--- src/rtl/d_mulprod_gen.sv ---
// d_mulprod_gen: producer front end for the Dilithium reduction pipeline.
// Multiplies two CW-bit coefficients in a 2-stage stallable pipeline and
// presents the zero-extended product with its sideband tag and a range
// error flag on a valid/ready output.
module d_mulprod_gen #(
    parameter int              CW   = 23,
    parameter int              PW   = 48,
    parameter int              TAGW = 8,
    parameter logic [CW-1:0]   Dq   = 23'd8380417
) (
    input  logic            clk,
    input  logic            rst,
    input  logic            in_valid,
    output logic            in_ready,
    input  logic [CW-1:0]   in_a,
    input  logic [CW-1:0]   in_b,
    input  logic [TAGW-1:0] in_tag,
    output logic            out_valid,
    input  logic            out_ready,
    output logic [PW-1:0]   out_prod,
    output logic [TAGW-1:0] out_tag,
    output logic            out_err,
    output logic            busy
);

    // Operand b is split into a 12-bit low slice and the remaining high slice.
    localparam int LO_W    = 12;
    localparam int HI_W    = CW - LO_W;
    localparam int PPLO_W  = CW + LO_W;
    localparam int PPHI_W  = CW + HI_W;

    // Flags a pair whose operands are not valid residues mod Dq.
    function automatic logic range_err(input logic [CW-1:0] a, input logic [CW-1:0] b);
        return (a >= Dq) | (b >= Dq);
    endfunction

    logic              adv_s;
    logic              err_s;
    logic [PPLO_W-1:0] pp_lo_s;
    logic [PPHI_W-1:0] pp_hi_s;
    logic [PW-1:0]     sum_s;

    logic              s1_valid_r;
    logic [PPLO_W-1:0] pp_lo_r;
    logic [PPHI_W-1:0] pp_hi_r;
    logic [TAGW-1:0]   s1_tag_r;
    logic              s1_err_r;

    logic              out_valid_r;
    logic [PW-1:0]     out_prod_r;
    logic [TAGW-1:0]   out_tag_r;
    logic              out_err_r;

    // Both stages advance together whenever the output register is free.
    assign adv_s    = ~out_valid_r | out_ready;
    assign in_ready = adv_s;

    // Stage-1 operand check and partial products; an errored pair yields zeros.
    always_comb begin
        err_s   = range_err(in_a, in_b);
        pp_lo_s = {PPLO_W{1'b0}};
        pp_hi_s = {PPHI_W{1'b0}};
        if (err_s) begin
            pp_lo_s = {PPLO_W{1'b0}};
            pp_hi_s = {PPHI_W{1'b0}};
        end else begin
            pp_lo_s = PPLO_W'(in_a) * PPLO_W'(in_b[LO_W-1:0]);
            pp_hi_s = PPHI_W'(in_a) * PPHI_W'(in_b[CW-1:LO_W]);
        end
    end

    // Stage-2 recombination of the two partial products.
    always_comb begin
        sum_s = PW'(pp_lo_r) + (PW'(pp_hi_r) << LO_W);
    end

    // Stage-1 register: captures an accepted pair whenever the pipe advances.
    always_ff @(posedge clk or negedge rst) begin
        if (!rst) begin
            s1_valid_r <= 1'b0;
            pp_lo_r    <= {PPLO_W{1'b0}};
            pp_hi_r    <= {PPHI_W{1'b0}};
            s1_tag_r   <= {TAGW{1'b0}};
            s1_err_r   <= 1'b0;
        end else if (adv_s) begin
            s1_valid_r <= in_valid;
            if (in_valid) begin
                pp_lo_r  <= pp_lo_s;
                pp_hi_r  <= pp_hi_s;
                s1_tag_r <= in_tag;
                s1_err_r <= err_s;
            end
        end
    end

    // Stage-2 output register: loads stage 1 on advance, holds under backpressure.
    always_ff @(posedge clk or negedge rst) begin
        if (!rst) begin
            out_valid_r <= 1'b0;
            out_prod_r  <= {PW{1'b0}};
            out_tag_r   <= {TAGW{1'b0}};
            out_err_r   <= 1'b0;
        end else if (adv_s) begin
            out_valid_r <= s1_valid_r;
            if (s1_valid_r) begin
                out_prod_r <= sum_s;
                out_tag_r  <= s1_tag_r;
                out_err_r  <= s1_err_r;
            end
        end
    end

    assign out_valid = out_valid_r;
    assign out_prod  = out_prod_r;
    assign out_tag   = out_tag_r;
    assign out_err   = out_err_r;
    assign busy      = s1_valid_r | out_valid_r;

endmodule

--- config.mk ---
export PLATFORM = sky130hd
export DESIGN_NAME = d_mulprod_gen
export DESIGN_NICKNAME = d
export VERILOG_FILES = /design/src/rtl/d_mulprod_gen.sv
export SDC_FILE = /design/constraint.sdc
export NUM_CORES = 1
export LEC_CHECK = 0
export ABC_AREA = 1
export CELL_PAD_IN_SITES_DETAIL_PLACEMENT = 1
export CELL_PAD_IN_SITES_GLOBAL_PLACEMENT = 1
export CORE_UTILIZATION = 42
export CTS_CLUSTER_SIZE = 25
export DETAILED_ROUTE_END_ITERATION = 7
export HOLD_SLACK_MARGIN = 0.12
export PLACE_DENSITY = 0.8
export SYNTH_ARGS = -nofsm -noshare
export SYNTH_HDL_FRONTEND = slang
export SYNTH_SLANG_ARGS = --single-unit
export TNS_END_PERCENT = 1
--- constraint.sdc ---
create_clock -name clk -period 2.65 [get_ports clk]
set_input_delay 0.265 -clock clk [delete_from_list [all_inputs] [get_ports clk]]
set_output_delay 0.265 -clock clk [all_outputs]
set_load 0.02 [all_outputs]
# After elaboration in Yosys (flattened, before gate mapping)
# Cells that the tools add are included.
# classes
reduce_logical	2
n_lt_le_gt_ge	2
mul	2
mux	2
bitwise	4
addsub	1
# ops
operator	count
$add A35 B46 Y47	1
$ge A23 B23 Y1 const B	2
$mul A23 B12 Y35	1
$mux W35	1
$mul A23 B11 Y34	1
$mux W34	1
$reduce_and A2 Y1	2
$or A1 B1 Y1	3
$not A1 Y1	1
# word_totals
reg_bits	137
out_inout_bits	60

# Longest topological paths before layout
# Gate-level depths: netlist of the first run.
# logic_depth
depth_word	3
depth_mapped	24
ltp_nobuf	23

# Least setup slack after synthesis of the first run
# No wires, ideal clock.
# synth_timing
kind	input to register
from	in in_b[6]
to	reg pp_lo_r[20]
cell_stages	19
t_arrival_ns	4.585
required_time_ns	2.533
path_buffers	1
setup_slack_ns	-2.052
cell_sequence	clkbuf_1 > nand2_1 > fa_1 > inv_1 > fa_1 > fa_1 > fa_1 > inv_1 > fa_1 > inv_1 > ha_1 > nand2_1 > nor2_1 > inv_1 > nor2_1 > a21oi_1 > or2_2 > nand3_1 > nand2_1
# synth_between
elab_chain_len	3
# synth_lines
element	line	rtl
from (decl)	16	input logic [CW-1:0] in_b,
branches (longest 2 deep; another with $mul A23 B12 Y35)	n/a	
$mux W35 (*)	63	if (err_s) begin
to (signal assigned)	81	pp_lo_r <= {PPLO_W{1'b0}};
to (signal assigned)	88	pp_lo_r <= pp_lo_s;
to (decl)	44	logic [PPLO_W-1:0] pp_lo_r;
# Mark *: on every way between the ends.
# A chain may end at the register's enable or synchronous reset.

# Worst setup path after layout of the first run
# layout_timing
from	in in_b[16]
to	reg pp_hi_r[21]
# layout_between
elab_chain_len	3
# layout_lines
element	line	rtl
branches (longest 2 deep; another with $mul A23 B11 Y34)	n/a	
$mux W34 (*)	63	
to (signal assigned)	82	pp_hi_r <= {PPHI_W{1'b0}};
to (signal assigned)	89	pp_hi_r <= pp_hi_s;
to (decl)	45	logic [PPHI_W-1:0] pp_hi_r;
# Marked as above.

==> flow_metrics.tcl, run 1 <==
set metrics [dict create \
    yosys_warnings 0 \
    netlist_area_um2 24400 \
    path_buf_inv 7 \
    routedWlPerCell_um 27.5 \
    grt_setup_unrepaired "true" \
    hpwl_um 68500 \
    grt_max_degree 72 \
    final_cell_mix "nand2_1 (1022), inv_1 (778), fa_1 (378)" \
    avgSynthCellArea_um2 7.26 \
    root_buffer "clkbuf_16" \
    fin_nets 4404 \
    clock_path_buffers 2 \
    antenna_found_initial 2 \
    wirelength_um 125000 \
    syn_nets 3981 \
    drtAntennaViolNets 0 \
    cp_num_cells 22 \
    pin_count 118 \
    start_kind "primary input" \
    grt_pass1_wl_um 164000 \
    worstHoldPathType "primary input to asynchronous set/reset pin" \
    async_reset_ff_share_pct 100 \
    drive_above_1_share_pct 21.9 \
    htree_levels 4 \
    viasPerCell 5.90 \
    synthCells 3356 \
    cts.sinks 136 \
    final_util_pct 57.8 \
    first_iter_violations 2718 \
    slowest_stage "fa_1" \
    final-setup-viol-count 61 \
    status "finished with violations" \
    numCtsBuffers 17 \
    gr-total-overflow 0 \
    tritoncts "done" \
    final_common_cell "nand2_1" \
    max-cap-violations 0 \
    core_region_area_um2 56800 \
    max_stage_delay_ps 700 \
    synth_edf_count 0 \
    grt_pass1_vias 28100 \
    timing.hold.ws_ps 418 \
    cpLargestDelayFamily "adder cells" \
    setup.worst_path.end_class "flip-flop" \
    cts.reportedPaths.clkPinSlew_ps 60 \
    rr_worst_depth 15 \
    register_area_um2 3400 \
    slew_viol_final 0 \
    place_ws_ps -2740 \
    initial_core_util_pct 42.9 \
    insertion_delay_ps 440 \
    nFillCells 6859 \
    violations "negative setup slack" \
    setup_slack_ps -2570 \
    place.gp.congestion 0.907 \
    io_buffers 116 \
    area_delta_synth_final_pct 34.9 \
    yosys_register_bits 136 \
    stdcell_count 4549 \
    num_vias 26800 \
    crit_arrival_ps 5550 \
    multi_input_area_um2 19200 \
    drc 0 \
    grt_usage_pct 36.4 \
    hold_viol_final 0 \
    crit_required_ps 2980 \
    synth-seq-area-share_pct 14.0 \
    rows 87 \
    finalCritPeriodShare_pct 197 \
    synth_flop_cell "dfrtp_1" \
    fin_crit_ps 5220 \
    dr.pass1.iters 8 \
    relSlewSlack_pct 33.6 \
    crit_fanout 10 \
    worst-setup-path-type "primary input to flip-flop" \
    fp.dieArea_um2 59000 \
    die_x_um 243 \
    worst_pin_slew_ps 987 \
    dp_cells 4404 \
    path_cells "clkdlybuf4s15_2 -> buf_12 -> nand2_1 -> fa_1 -> fa_1 -> inv_1 -> fa_1 -> fa_1 -> inv_1 -> fa_1 -> inv_1 -> ha_4 -> buf_4 -> nand4_1 -> inv_1 -> nand2_1 -> nand2_2 -> nand3_1 -> nand2_1 -> nand2_1 -> nand3_1 -> nand2_1" \
    max_freq_mhz 191 \
    ys_types 31 \
    fin_worst_skew_ps 9.04 \
    die_y_um 243 \
]
==> metrics by stage <==
step / instance area (µm²) / TNS (ps)
final: 32800 / -120470
after global routing: 32800 / -123670
after CTS: 32300 / -94090
after detailed placement: 29400 / -150700
after global placement: 29400 / -141080
after floorplan: 25400 / -83120
==> synthesized netlist by cell type (2+ instances only) <==
library cell / instances / share of area [%]
ha_1: 168 / 8.6
buf_4: 5 / 0.15
inv_2: 2 / 0.031
inv_1: 813 / 13
xnor2_1: 40 / 1.4
fa_1: 399 / 33
nand3_1: 122 / 2.5
a21oi_1: 100 / 2.1
nor3_1: 21 / 0.43
o21ai_1: 2 / 0.041
or2_2: 4 / 0.10
nor3b_1: 2 / 0.062
clkbuf_1: 110 / 1.7
dfrtp_1: 136 / 14
a21o_1: 3 / 0.092
nand4_1: 21 / 0.54
xor2_1: 5 / 0.18
nor2_1: 117 / 1.8
nand2_1: 1118 / 17
o22ai_1: 7 / 0.18
buf_2: 5 / 0.10
o21bai_1: 2 / 0.062
nand3b_1: 10 / 0.31
nor4_1: 5 / 0.13
o21ai_0: 133 / 2.7
==> cell families after synthesis <==
group / share of synthesized area, %
adder cells (fa/ha/maj): 41.4
flip-flops: 14.0
other: 0.0154
buffers and inverters: 14.5
AND/OR/NAND/NOR: 23.2
XOR/XNOR: 1.62
AO/OA/AOI/OAI: 5.22
==> worst paths after layout <==
| check | slack, ps | from | end |
|---|---|---|---|
| setup / recovery | -2570 | in_b[16] | pp_hi_r[21] |
| hold / removal | 420 | rst | out_prod[5] |
| setup reg to reg | 490 | pp_lo_r[12] | out_prod[30] |
| hold reg to reg | 470 | out_prod[0] | out_prod[0] |
| max in group asynchronous | 1480 | rst | pp_hi_r[33] |
| min in group clk | 430 | in_tag[0] | s1_tag_r[0] |
==> sequential cells by signal, summed over array words and instances (netlist names) <==
signal,cells
out_err,1
out_prod,47
out_tag,8
out_valid,1
pp_hi_r,34
pp_lo_r,35
s1_err_r,1
s1_tag_r,8
s1_valid_r,1
==> timing repair <==
item,4_1_cts,5_1_grt
gates resized for setup,424,151
hold buffers,1,0
pin swaps,101,55
endpoints found under the setup margin,61,61
endpoints found under the hold margin,69,0
setup buffers,57,26
gates cloned,28,1
==> worst reg2reg max path: cells and delay by family (launching register included) <==
family,cells,cell delay (ps)
and+or+nand+nor,11,960
buffers and inverters,2,120
adders and majority gates,2,580
DFF,1,390
==> routing by layer <==
layer	up-vias	global-route usage, %	wire, µm	part of all wire, %
met2	2106	60.3	55800	45
li1	10700	-	-	-
met4	0	24.8	12800	10
met1	13100	42.9	43000	34
met3	905	6.60	13400	11
met5	-	0	0	0
==> layout make-up <==
| cell class | instances | share of cell area, % |
|---|---|---|
| clock inverter | 14 | 0.503 |
| tap | 756 | 2.88 |
| sequential | 136 | 10.4 |
| timing repair buffer | 524 | 17.2 |
| inverter | 815 | 9.34 |
| clock buffer | 18 | 1.31 |
| multi-input combinational | 2285 | 58.4 |
| antenna | 1 | 0.00762 |
Power of run 1 is not shown: default switching activity piles up to over one toggle a cycle in this logic, so the estimate is an artifact.
==> run 2, diff against run 1 <==
--- a/config.mk
+++ b/config.mk
@@ -13,6 +13,7 @@
 export DETAILED_ROUTE_END_ITERATION = 7
 export HOLD_SLACK_MARGIN = 0.12
 export PLACE_DENSITY = 0.8
+export RECOVER_POWER = 100
 export SYNTH_ARGS = -nofsm -noshare
 export SYNTH_HDL_FRONTEND = slang
 export SYNTH_SLANG_ARGS = --single-unit
==> flow_metrics.tcl, run 2 (synthesized netlist as in run 1, its figures left out) <==
set metrics [dict create \
    relSlewSlack_pct -20.9 \
    htree_levels 4 \
    max-cap-violations 1 \
    clock_path_buffers 2 \
    fin_worst_skew_ps 9.35 \
    setup_slack_ps -2520 \
    core_region_area_um2 56800 \
    multi_input_area_um2 19200 \
    n_antenna_cell 0 \
    numCtsBuffers 17 \
    hold_viol_final 0 \
    first_iter_violations 2651 \
    hpwl_um 68500 \
    slew_viol_final 72 \
    grt_pass1_wl_um 164000 \
    dr.pass1.iters 6 \
    largest_reg_flops 47 \
    grt_usage_pct 36.4 \
    cp-startpoint "in_b[16]" \
    crit_fanout 10 \
    crit_arrival_ps 5500 \
    nFillCells 6866 \
    fin_nets 4404 \
    setup.worst_path.end "pp_hi_r[21]" \
    rr_endpoint "s1_tag_r[5]" \
    drive_above_1_share_pct 21.8 \
    rows 87 \
    antenna_found_initial 2 \
    viasPerCell 5.91 \
    r2r-start "out_valid" \
    io_buffers 116 \
    rr_worst_depth 7 \
    register_area_um2 3400 \
    placed_cell_area_um2 29400 \
    gr-total-overflow 0 \
    place.gp.congestion 0.907 \
    cts.sinks 136 \
    final_common_cell "nand2_1" \
    final_util_pct 57.7 \
    hp-start "in_tag[0]" \
    grt_setup_unrepaired "true" \
    drc 0 \
    fp.dieArea_um2 59000 \
    die_x_um 243 \
    setup.worst_path.end_class "flip-flop" \
    final_cell_mix "nand2_1 (1023), inv_1 (778), fa_1 (378)" \
    cts.reportedPaths.clkPinSlew_ps 60 \
    max_freq_mhz 193 \
    worstHoldPathType "primary input to flip-flop" \
    worst-setup-path-type "primary input to flip-flop" \
    worst_pin_slew_ps 1810 \
    status "finished with violations" \
    num_vias 26900 \
    violations "max-capacitance violations, max-slew violations, negative setup slack" \
    die_y_um 243 \
    fin_crit_ps 5170 \
    wirelength_um 125000 \
    initial_core_util_pct 42.9 \
    insertion_delay_ps 440 \
    fin_area_um2 32800 \
    grt_pass1_vias 28100 \
    root_buffer "clkbuf_16" \
    tns_ps -120330 \
    routedWlPerCell_um 27.5 \
    grt_max_degree 72 \
    place_ws_ps -2740 \
    crit_required_ps 2980 \
    area_delta_synth_final_pct 34.7 \
    start_kind "primary input" \
    final-setup-viol-count 61 \
    pin_count 118 \
    tritoncts "done" \
    reg2reg_slack_ps 230 \
    drtAntennaViolNets 0 \
    finalCritPeriodShare_pct 195 \
]
## run 2: stage by stage
step | std cells | hold slack, ps
floorplan | 3356 | -30.6
global placement | 4404 | 334
detailed placement | 4404 | 332
CTS | 4522 | 406
global route | 4548 | 447
finish | 4548 | 428
## run 2: metal layers
| layer | up-vias | share of wire, % | global-route usage [%] |
|---|---|---|---|
| met5 | - | 0.013 | 0 |
| met4 | 2 | 10 | 24.8 |
| met3 | 916 | 11 | 6.60 |
| met2 | 2093 | 45 | 60.3 |
| met1 | 13200 | 35 | 42.9 |
| li1 | 10700 | - | - |
## run 2: cell type report
| class | instances | share of cell area, % |
|---|---|---|
| well taps | 756 | 2.88 |
| repair buffers | 524 | 17.1 |
| clock buffers | 18 | 1.31 |
| clock inverters | 14 | 0.503 |
| flip-flops and latches | 136 | 10.4 |
| multi-input cells | 2285 | 58.5 |
| inverters | 815 | 9.35 |
## run 2: worst max-delay path, stage by stage
cell             delay (ps)
clkdlybuf4s15_2         230
buf_12                  160
nand2_1                 250
fa_1                    700
fa_1                    590
inv_1                    60
fa_1                    500
fa_1                    500
inv_1                    60
fa_1                    500
inv_1                   150
ha_4                    390
buf_4                   180
nand4_1                 100
inv_1                   100
nand2_1                  70
nand2_2                 100
nand3_1                 140
nand2_1                 120
nand2_1                  80
nand3_1                 140
nand2_1                  60
## run 2: how the worst min path moves through the flow
| stage | endpoint | slack (ps) | cells past startpoint |
|---|---|---|---|
| global placement | out_prod[5] | 330 | 1 |
| floorplan | out_err | -30 | 0 |
| CTS | s1_tag_r[0] | 410 | 3 |
| finish | s1_tag_r[0] | 430 | 3 |
| global route | s1_tag_r[2] | 450 | 3 |
| detailed placement | pp_lo_r[5] | 330 | 1 |
## run 2: what timing repair did
action,CTS,global route
hold buffers,1,0
buffers inserted,57,26
gates resized for setup,424,151
setup endpoints to repair,61,61
pin swaps,101,55
gates cloned,28,1
endpoints found under the hold margin,69,0
Power of run 2 is left out for the same reason.
